File: src/rtl/johnson_step_ctrl.sv
// Command-driven forward/reverse stepper for a WIDTH-bit Johnson counter,
// with preset load and a latched fault state on any non-Johnson code.
module johnson_step_ctrl #(
  parameter int WIDTH = 4,
  parameter int CNT_W = 8
) (
  input  logic             clock,
  input  logic             reset,
  input  logic             cmd_valid,
  output logic             cmd_ready,
  input  logic [CNT_W-1:0] cmd_steps,
  input  logic             cmd_dir,
  input  logic             load_valid,
  input  logic [WIDTH-1:0] load_value,
  input  logic             abort,
  input  logic             fault_clear,
  output logic [WIDTH-1:0] counter_state,
  output logic             busy,
  output logic             done,
  output logic             fault
);

  typedef enum logic [1:0] {
    ST_IDLE  = 2'd0,
    ST_RUN   = 2'd1,
    ST_FAULT = 2'd2
  } state_t;

  localparam logic [CNT_W-1:0] CNT_ZERO = {CNT_W{1'b0}};
  localparam logic [CNT_W-1:0] CNT_ONE  = {{(CNT_W-1){1'b0}}, 1'b1};
  localparam logic [WIDTH-1:0] CNT_MASK = {1'b0, {(WIDTH-1){1'b1}}};
  localparam logic [WIDTH-1:0] W_ONE    = {{(WIDTH-1){1'b0}}, 1'b1};

  // Legal Johnson code: at most one transition between adjacent bits (not circular).
  function automatic logic is_johnson(input logic [WIDTH-1:0] v);
    logic [WIDTH-1:0] diff;
    diff = (v ^ {1'b0, v[WIDTH-1:1]}) & CNT_MASK;
    return ((diff & (diff - W_ONE)) == {WIDTH{1'b0}});
  endfunction

  function automatic logic [WIDTH-1:0] fwd_step(input logic [WIDTH-1:0] v);
    return {v[WIDTH-2:0], ~v[WIDTH-1]};
  endfunction

  function automatic logic [WIDTH-1:0] rev_step(input logic [WIDTH-1:0] v);
    return {~v[0], v[WIDTH-1:1]};
  endfunction

  state_t           state_r;
  logic [WIDTH-1:0] counter_r;
  logic [CNT_W-1:0] remaining_r;
  logic             dir_r;
  logic             done_r;

  logic             counter_legal_s;
  logic             load_legal_s;
  logic [WIDTH-1:0] step_val_s;

  // Next counter value in the latched direction plus legality of current and preset codes.
  always_comb begin
    counter_legal_s = is_johnson(counter_r);
    load_legal_s    = is_johnson(load_value);
    if (dir_r) begin
      step_val_s = rev_step(counter_r);
    end else begin
      step_val_s = fwd_step(counter_r);
    end
  end

  assign cmd_ready     = (state_r == ST_IDLE) && !load_valid;
  assign counter_state = counter_r;
  assign busy          = (state_r == ST_RUN);
  assign fault         = (state_r == ST_FAULT);
  assign done          = done_r;

  // Sequencer: command accept, stepping, abort, preset load and fault latch.
  always_ff @(posedge clock or negedge reset) begin
    if (!reset) begin
      state_r     <= ST_IDLE;
      counter_r   <= {WIDTH{1'b0}};
      remaining_r <= CNT_ZERO;
      dir_r       <= 1'b0;
      done_r      <= 1'b0;
    end else begin
      done_r <= 1'b0;
      case (state_r)
        ST_IDLE: begin
          if (!counter_legal_s) begin
            state_r <= ST_FAULT;
          end else if (load_valid) begin
            // An illegal preset is still loaded so the offending code stays visible.
            counter_r <= load_value;
            state_r   <= load_legal_s ? ST_IDLE : ST_FAULT;
          end else if (cmd_valid) begin
            if (cmd_steps == CNT_ZERO) begin
              done_r <= 1'b1;
            end else begin
              remaining_r <= cmd_steps;
              dir_r       <= cmd_dir;
              state_r     <= ST_RUN;
            end
          end else begin
            state_r <= ST_IDLE;
          end
        end
        ST_RUN: begin
          if (!counter_legal_s) begin
            state_r <= ST_FAULT;
          end else if (abort) begin
            remaining_r <= CNT_ZERO;
            state_r     <= ST_IDLE;
          end else begin
            counter_r   <= step_val_s;
            remaining_r <= remaining_r - CNT_ONE;
            if (remaining_r == CNT_ONE) begin
              state_r <= ST_IDLE;
              done_r  <= 1'b1;
            end else begin
              state_r <= ST_RUN;
            end
          end
        end
        ST_FAULT: begin
          if (fault_clear) begin
            counter_r <= {WIDTH{1'b0}};
            state_r   <= ST_IDLE;
          end else begin
            state_r <= ST_FAULT;
          end
        end
        default: begin
          state_r <= ST_FAULT;
        end
      endcase
    end
  end

endmodule

File: config.mk
export PLATFORM = sky130hd
export DESIGN_NAME = johnson_step_ctrl
export DESIGN_NICKNAME = d
export VERILOG_FILES = /design/src/rtl/johnson_step_ctrl.sv
export SDC_FILE = /design/constraint.sdc
export NUM_CORES = 1
export LEC_CHECK = 0
export CAP_MARGIN = 20
export CORE_MARGIN = 10
export CORE_UTILIZATION = 37
export DETAILED_ROUTE_END_ITERATION = 10
export GPL_ROUTABILITY_DRIVEN = 1
export HOLD_SLACK_MARGIN = 0.06
export PLACE_DENSITY = 0.68
export RECOVER_POWER = 100
export SLEW_MARGIN = 20
export SYNTH_ARGS = -nofsm -noshare
export SYNTH_HDL_FRONTEND = slang
export SYNTH_SLANG_ARGS = --single-unit
export TNS_END_PERCENT = 30
File: constraint.sdc
create_clock -name clock -period 2 [get_ports clock]
set_input_delay 0.3 -clock clock [delete_from_list [all_inputs] [get_ports clock]]
set_output_delay 0.3 -clock clock [all_outputs]
set_load 0.01 [all_outputs]
==> results of run 1 <==
[kinds of logic (layout without fill, tap and decap cells)]
family | count (synthesis) | in the layout | synth area share, %
AO/OA/AOI/OAI | 45 | 45 | 24.2
AND/OR/NAND/NOR | 30 | 30 | 12.9
buffers and inverters | 17 | 54 | 6.46
flip-flops | 16 | 16 | 35.6
multiplexers | 12 | 12 | 14.1
adder cells (fa/ha/maj) | 6 | 6 | 6.68
[how the worst min path moves through the flow]
stage          slack (ns)  cells after the start               end
2_1_floorplan       0.004                      0  counter_state[0]
3_3_place_gp         0.50                      2    remaining_r[5]
3_5_place_dp         0.51                      2    remaining_r[7]
4_1_cts              0.32                      2    remaining_r[0]
5_1_grt              0.57                      2    remaining_r[5]
6_report             0.54                      2    remaining_r[5]
[placed cells by master (no fill, tap or decap), types with 2 or more instances in the layout]
master           synthesis  final
o21ai_0                 18     18
clkdlybuf4s50_1          0     17
dfrtp_1                 16     16
inv_1                   12     12
buf_4                    0     11
nor2_1                  10     10
a21oi_1                  9      9
nand2_1                  7      7
dlygate4sd3_1            0      7
ha_1                     6      6
mux2i_1                  5      5
a32oi_1                  4      4
o22ai_1                  4      4
nor4_1                   3      3
mux2_4                   5      3
a22oi_1                  3      3
clkbuf_4                 0      3
nor2b_1                  2      2
nor3_1                   2      2
mux2_1                   0      2
[power by group through the flow]
| stage | sequential, mW | combinational (mW) | clock [mW] |
|---|---|---|---|
| floorplan | 0.593 | 0.749 | 0 |
| global placement | 0.620 | 1.02 | 0 |
| detailed placement | 0.628 | 1.05 | 0 |
| CTS | 0.623 | 1.06 | 0.224 |
| global route | 0.643 | 1.11 | 0.240 |
| finish | 0.622 | 0.999 | 0.220 |
[registers in the layout, indices dropped and copies added (netlist names)]
name and cells:
dir_r 1, counter_state 4, state_r 2, done 1
remaining_r 8
[routing by layer]
layer / up-vias / GRT usage, % / wire, um
met2: 29 / 19.6 / 1490
met3: 2 / 3.42 / 175
met1: 508 / 13.1 / 1300
li1: 534 / - / -
met5: - / 0 / 0
met4: 0 / 2.31 / 11
[layout make-up]
class,instances,area share (%)
multi-input combinational,93,42.5
sequential,16,26.5
timing repair buffer,38,23.0
inverter,12,2.98
tap,31,2.57
clock buffer,4,2.40
[critical path, cell delays in order (launching register included)]
cell and delay, ns:
dfrtp_1 0.42, inv_1 0.11, ha_1 0.18, dlygate4sd3_1 0.62
[through the flow]
stage | power [mW] | hold slack (ns) | util [%] | std cells | cell area [um2]
finish | 1.84 | 0.542 | 53.4 | 194 | 1510
global route | 1.99 | 0.567 | 53.4 | 194 | 1510
CTS | 1.91 | 0.319 | 53.9 | 194 | 1530
detailed placement | 1.67 | 0.505 | 52.5 | 190 | 1490
global placement | 1.64 | 0.503 | 52.5 | 190 | 1490
floorplan | 1.34 | 0.00441 | - | 126 | 1120
==> out/results.tsv, run 1 <==
stage	metric	value	unit
finish	Ant. Diodes	0	
power_and_ir_drop	sequential share of power	33.8	%
placed_design	hpwl dp	2.34	mm
synthesis	Post-synth top flop	dfrtp_1	
synthesis	largest area contributor in the netlist	dfrtp_1	
grt	number of global-route vias before repair	1094	
grt	grt ovf	0	
timing	Fin. Hold Viols	0	
routing	DR WL/cell	15.4	um
synthesis	Synth warnings	0	
clock_tree	CTS Hold Bufs	0	
synthesis	main area contributors after synthesis	dfrtp_1 (36%), o21ai_0 (8.0%), ha_1 (6.7%)	
grt	largest net degree at the start of global routing	17	
power_and_ir_drop	Sw Share	41.9	%
finish	Fillers	256	
critical_path	WP data arrival	1.61	ns
routing	ANT nets after route	0	
critical_path	worst path required time	1.70	ns
synthesis	Yosys reg bits	16	
placed_design	port bufs	26	
finish	FF/Latch Area	400	um2
power_and_ir_drop	Int Pwr	1.07	mW
timing	clk_skew	0.00479	ns
synthesis	Post-synth EDFFs	0	
synthesis	Post-synth top cells	o21ai_0 (18), dfrtp_1 (16), inv_1 (12)	
critical_path	Worst Setup SP	state_r[0]	
placed_design	GP Congestion	0.851	
synthesis	post-synth net total	151	
power_and_ir_drop	Logic pwr share	54.3	%
routing	Initial DRC Count	86	
synthesis	Post-Syn Area	0.00112	mm2
critical_path	CP Capture Type	primary output	
timing	final period utilization	95.3	%
routing	DRC viols	0	
timing	setup tns final	0	ns
timing	count of pins over their slew limit	0	
power_and_ir_drop	clock power share	11.9	%
run_status	outcome	finished, final reports clean	
synthesis	Yosys top cell area share	35.6	%
grt	gr usage total	11.2	%
routing	vias per cell	5.53	
min_path	Hold Startpoint	remaining_r[5]	
clock_tree	TritonCTS clock tree	yes	
synthesis	count leader, synth	o21ai_0	
timing	Slew @ Worst Pin	0.868	ns
synthesis	Cells after Synth	126	
power_and_ir_drop	Sw Pwr	0.772	mW
critical_path	FF-to-FF Start	counter_state[0]	
routing	DRT Pass-1 Iters	4	
routing	drt total wl	2.98	mm
timing	FMAX	524	MHz
min_path	worst min path class	register to register	
floorplanning	Die H	75.1	um
critical_path	R2R Setup Slk	0.16	ns
timing	RSZ-0062 raised after global routing	false	
timing	Final WS setup	0.0930	ns
power_and_ir_drop	maximum vdd drop	0.000663	V
clock_tree	clock-pin slew on the worst setup and hold paths	0.10	ns
synthesis	Post-synth ARST share	100	%
synthesis	Synth cell types	33	
timing	final setup fails	0	
finish	Area Growth Syn to Fin	34.5	%
clock_tree	clk buf depth	2	
placed_design	Setup Slack @ Placement	-0.0886	ns
critical_path	worst setup path end	fault	
grt	initial antenna violation count	0	
timing	minimum clock period	1.91	ns
critical_path	Crit Path Max Fanout	3	
clock_tree	PostCTS Resize Cnt	3	
power_and_ir_drop	power per cell area	1220	mW/mm2
finish	final-stage net count	189	
routing	via count	1073	
clock_tree	H-tree Lvls	1	
run	max-cap violations	0	
grt	global-route wire length before repair	4.98	mm
floorplanning	Core Box Area	0.00283	mm2
critical_path	R2R depth	5	
critical_path	r2r endpoint	counter_state[3]	
clock_tree	worst skew pair latency	0.29	ns
synthesis	post-synthesis sequential area ratio	35.6	%
floorplanning	# IOs	27	
floorplanning	row cnt	19	
critical_path	Startpoint Class	register	
synthesis	Mean Syn Cell Area	8.92	um2
timing	relative slew slack	42.1	%
finish	share of cells above drive strength 1	12.9	%
power_and_ir_drop	static leakage	0.700	nW
clock_tree	clock root buffer	clkbuf_4	
finish	area occupied by multi-input gates	643	um2
critical_path	critical path type	register to primary output	
clock_tree	# Post-CTS Setup Buffers	0	
floorplanning	Die Wd	75.1	um
floorplanning	initial core utilization	39.7	%
clock_tree	CTS sink cnt	16	
clock_tree	total CTS buffers	3	
floorplanning	die footprint	0.00564	mm2
No activity file was read; power rests on OpenSTA's default activity.
==> inputs of run 2 (changes only) <==
Settings changed: GPL_TIMING_DRIVEN from default to 0.
==> run 2 against run 1 <==
Net effect:
- worst hold slack got worse by 0.033 ns
- clock power about the same
- final area decreased by 3.0%
- critical path type unchanged
- global-route usage decreased by 0.23 points
- sequential cell count unchanged
- largest power group unchanged
- non-clock buffer count decreased by 7
- maximum frequency increased by 0.59%
- sequential power decreased by 3.4%
- critical endpoint is now busy
- core utilization decreased by 1.6 points
- count of clock-buffer cells in the layout unchanged
==> out/results.tsv, run 2 (synthesized netlist as in run 1, its figures left out) <==
stage	metric	value	unit	change
run_status	outcome	finished, final reports clean		
finish	Area Growth Syn to Fin	30.5	%	
timing	clk_skew	0.00552	ns	+0.000734 ns
grt	largest net degree at the start of global routing	17		unchanged
clock_tree	total CTS buffers	3		unchanged
critical_path	Crit Path Max Fanout	6		+3
run	max-cap violations	0		unchanged
grt	initial antenna violation count	0		unchanged
routing	DRT Pass-1 Iters	4		unchanged
floorplanning	Die Wd	75.1	um	unchanged
finish	final-stage net count	182		-3.7%
clock_tree	CTS Hold Bufs	0		unchanged
clock_tree	clk buf depth	2		unchanged
placed_design	Setup Slack @ Placement	-0.206	ns	-0.118 ns
critical_path	WP data arrival	1.60	ns	about the same
critical_path	Slowest Stage Delay on Critical Path	0.56	ns	-0.06 ns
power_and_ir_drop	power per cell area	1290	mW/mm2	+5.6%
critical_path	CP max-delay cell	clkdlybuf4s50_1		
clock_tree	worst skew pair latency	0.29	ns	about the same
timing	FMAX	527	MHz	+0.59%
clock_tree	TritonCTS clock tree	yes		
finish	Ant. Diodes	0		unchanged
finish	FF/Latch Area	400	um2	unchanged
timing	Slew @ Worst Pin	0.743	ns	-0.125 ns
timing	Hold Slack	0.509	ns	-0.0326 ns
critical_path	critical path type	register to primary output		
finish	final cell area excluding filler cells	0.00147	mm2	-3.0%
finish	commonest cells after routing, fill and taps aside	o21ai_0 (19), clkdlybuf4s50_1 (19), dfrtp_1 (16), inv_1 (12), nor2_1 (10)		
grt	global-route wire length before repair	4.88	mm	-2.1%
timing	minimum clock period	1.90	ns	-0.0112 ns
finish	Largest register FFs	8		unchanged
placed_design	GP Congestion	0.889		+4.4%
finish	share of cells above drive strength 1	10.9	%	-2.0 points
finish	Fillers	281		+9.8%
routing	via count	1036		-3.4%
critical_path	Startpoint Class	register		
clock_tree	CTS sink cnt	16		unchanged
timing	final period utilization	94.8	%	-0.56 points
grt	grt ovf	0		unchanged
placed_design	dpl cell area	0.00142	mm2	-4.2%
power_and_ir_drop	maximum vdd drop	0.000638	V	-3.8%
floorplanning	Die H	75.1	um	unchanged
placed_design	hpwl dp	2.24	mm	-4.2%
placed_design	port bufs	26		unchanged
critical_path	cells along the critical path	inv_1 -> ha_2 -> clkdlybuf4s50_1		
timing	count of pins over their slew limit	0		unchanged
power_and_ir_drop	static leakage	0.641	nW	-8.3%
floorplanning	initial core utilization	39.7	%	unchanged
floorplanning	row cnt	19		unchanged
clock_tree	clock-pin slew on the worst setup and hold paths	0.11	ns	about the same
critical_path	worst path required time	1.70	ns	about the same
placed_design	placed cells	183		-3.7%
grt	number of global-route vias before repair	1103		+0.82%
routing	Initial DRC Count	45		-48%
routing	vias per cell	5.54		+0.17%
grt	gr usage total	10.9	%	-0.23 points
timing	relative slew slack	50.3	%	+8.2 points
finish	fin cells	187		-3.6%
timing	final setup fails	0		unchanged
clock_tree	H-tree Lvls	1		unchanged
critical_path	CP Capture Type	primary output		
min_path	worst min path class	primary input to async pin		
routing	DRC viols	0		unchanged
timing	Final WS setup	0.104	ns	+0.0112 ns
finish	Top reg by flops	remaining_r		
floorplanning	die footprint	0.00564	mm2	unchanged
routing	ANT nets after route	0		unchanged
finish	area occupied by multi-input gates	659	um2	+2.5%
power_and_ir_drop	Pwr Total	1.89	mW	+2.4%
routing	drt total wl	2.83	mm	-5.1%
timing	setup tns final	0	ns	unchanged
floorplanning	# IOs	27		unchanged
finish	final core utilization	51.8	%	-1.6 points
timing	Fin. Hold Viols	0		unchanged
floorplanning	Core Box Area	0.00283	mm2	unchanged
clock_tree	# Post-CTS Setup Buffers	0		unchanged
clock_tree	clock root buffer	clkbuf_4		
routing	DR WL/cell	15.1	um	-1.5%
-- run 2: power by group --
| part | switching (mW) | internal, mW |
|---|---|---|
| registers | 0.141 | 0.461 |
| logic | 0.519 | 0.545 |
| clock network | 0.110 | 0.111 |
-- run 2: cell type report --
cell class	instances	area share, %
plain buffers	5	1.88
multi-input cells	93	45.0
flip-flops and latches	16	27.3
repair buffers	26	17.7
inverters	12	3.07
clock buffers	4	2.47
well taps	31	2.65
-- run 2: path summary, 6_finish.rpt --
kind                       slack [ns]               end             start  cells past startpoint
setup / recovery                 0.10              busy        state_r[1]                      3
hold / removal                   0.51        state_r[1]             reset                      1
setup reg to reg                 0.13  counter_state[2]  counter_state[0]                      6
hold reg to reg                  0.53    remaining_r[7]    remaining_r[7]                      2
max in group asynchronous        1.02    remaining_r[3]             reset                      1
min in group clock               0.53    remaining_r[7]    remaining_r[7]                      2
-- run 2: routing by layer --
metal | global-route usage, % | vias up | wire, um
met5 | 0 | - | 0
met4 | 3.99 | 0 | 14
met3 | 2.89 | 2 | 121
met2 | 18.9 | 14 | 1430
met1 | 12.7 | 501 | 1260
li1 | - | 519 | -
-- run 2: repair_timing --
item,CTS,global route
setup endpoints to repair,1,10
gates cloned,0,0
gates resized for setup,2,2
endpoints found under the hold margin,0,0
-- run 2: worst max-delay path, delay by kind of cell, from the launching register on --
family	cells	cell delay [ns]
flip-flops	1	0.43
adder cells (fa/ha/maj)	1	0.24
buffers and inverters	2	0.65
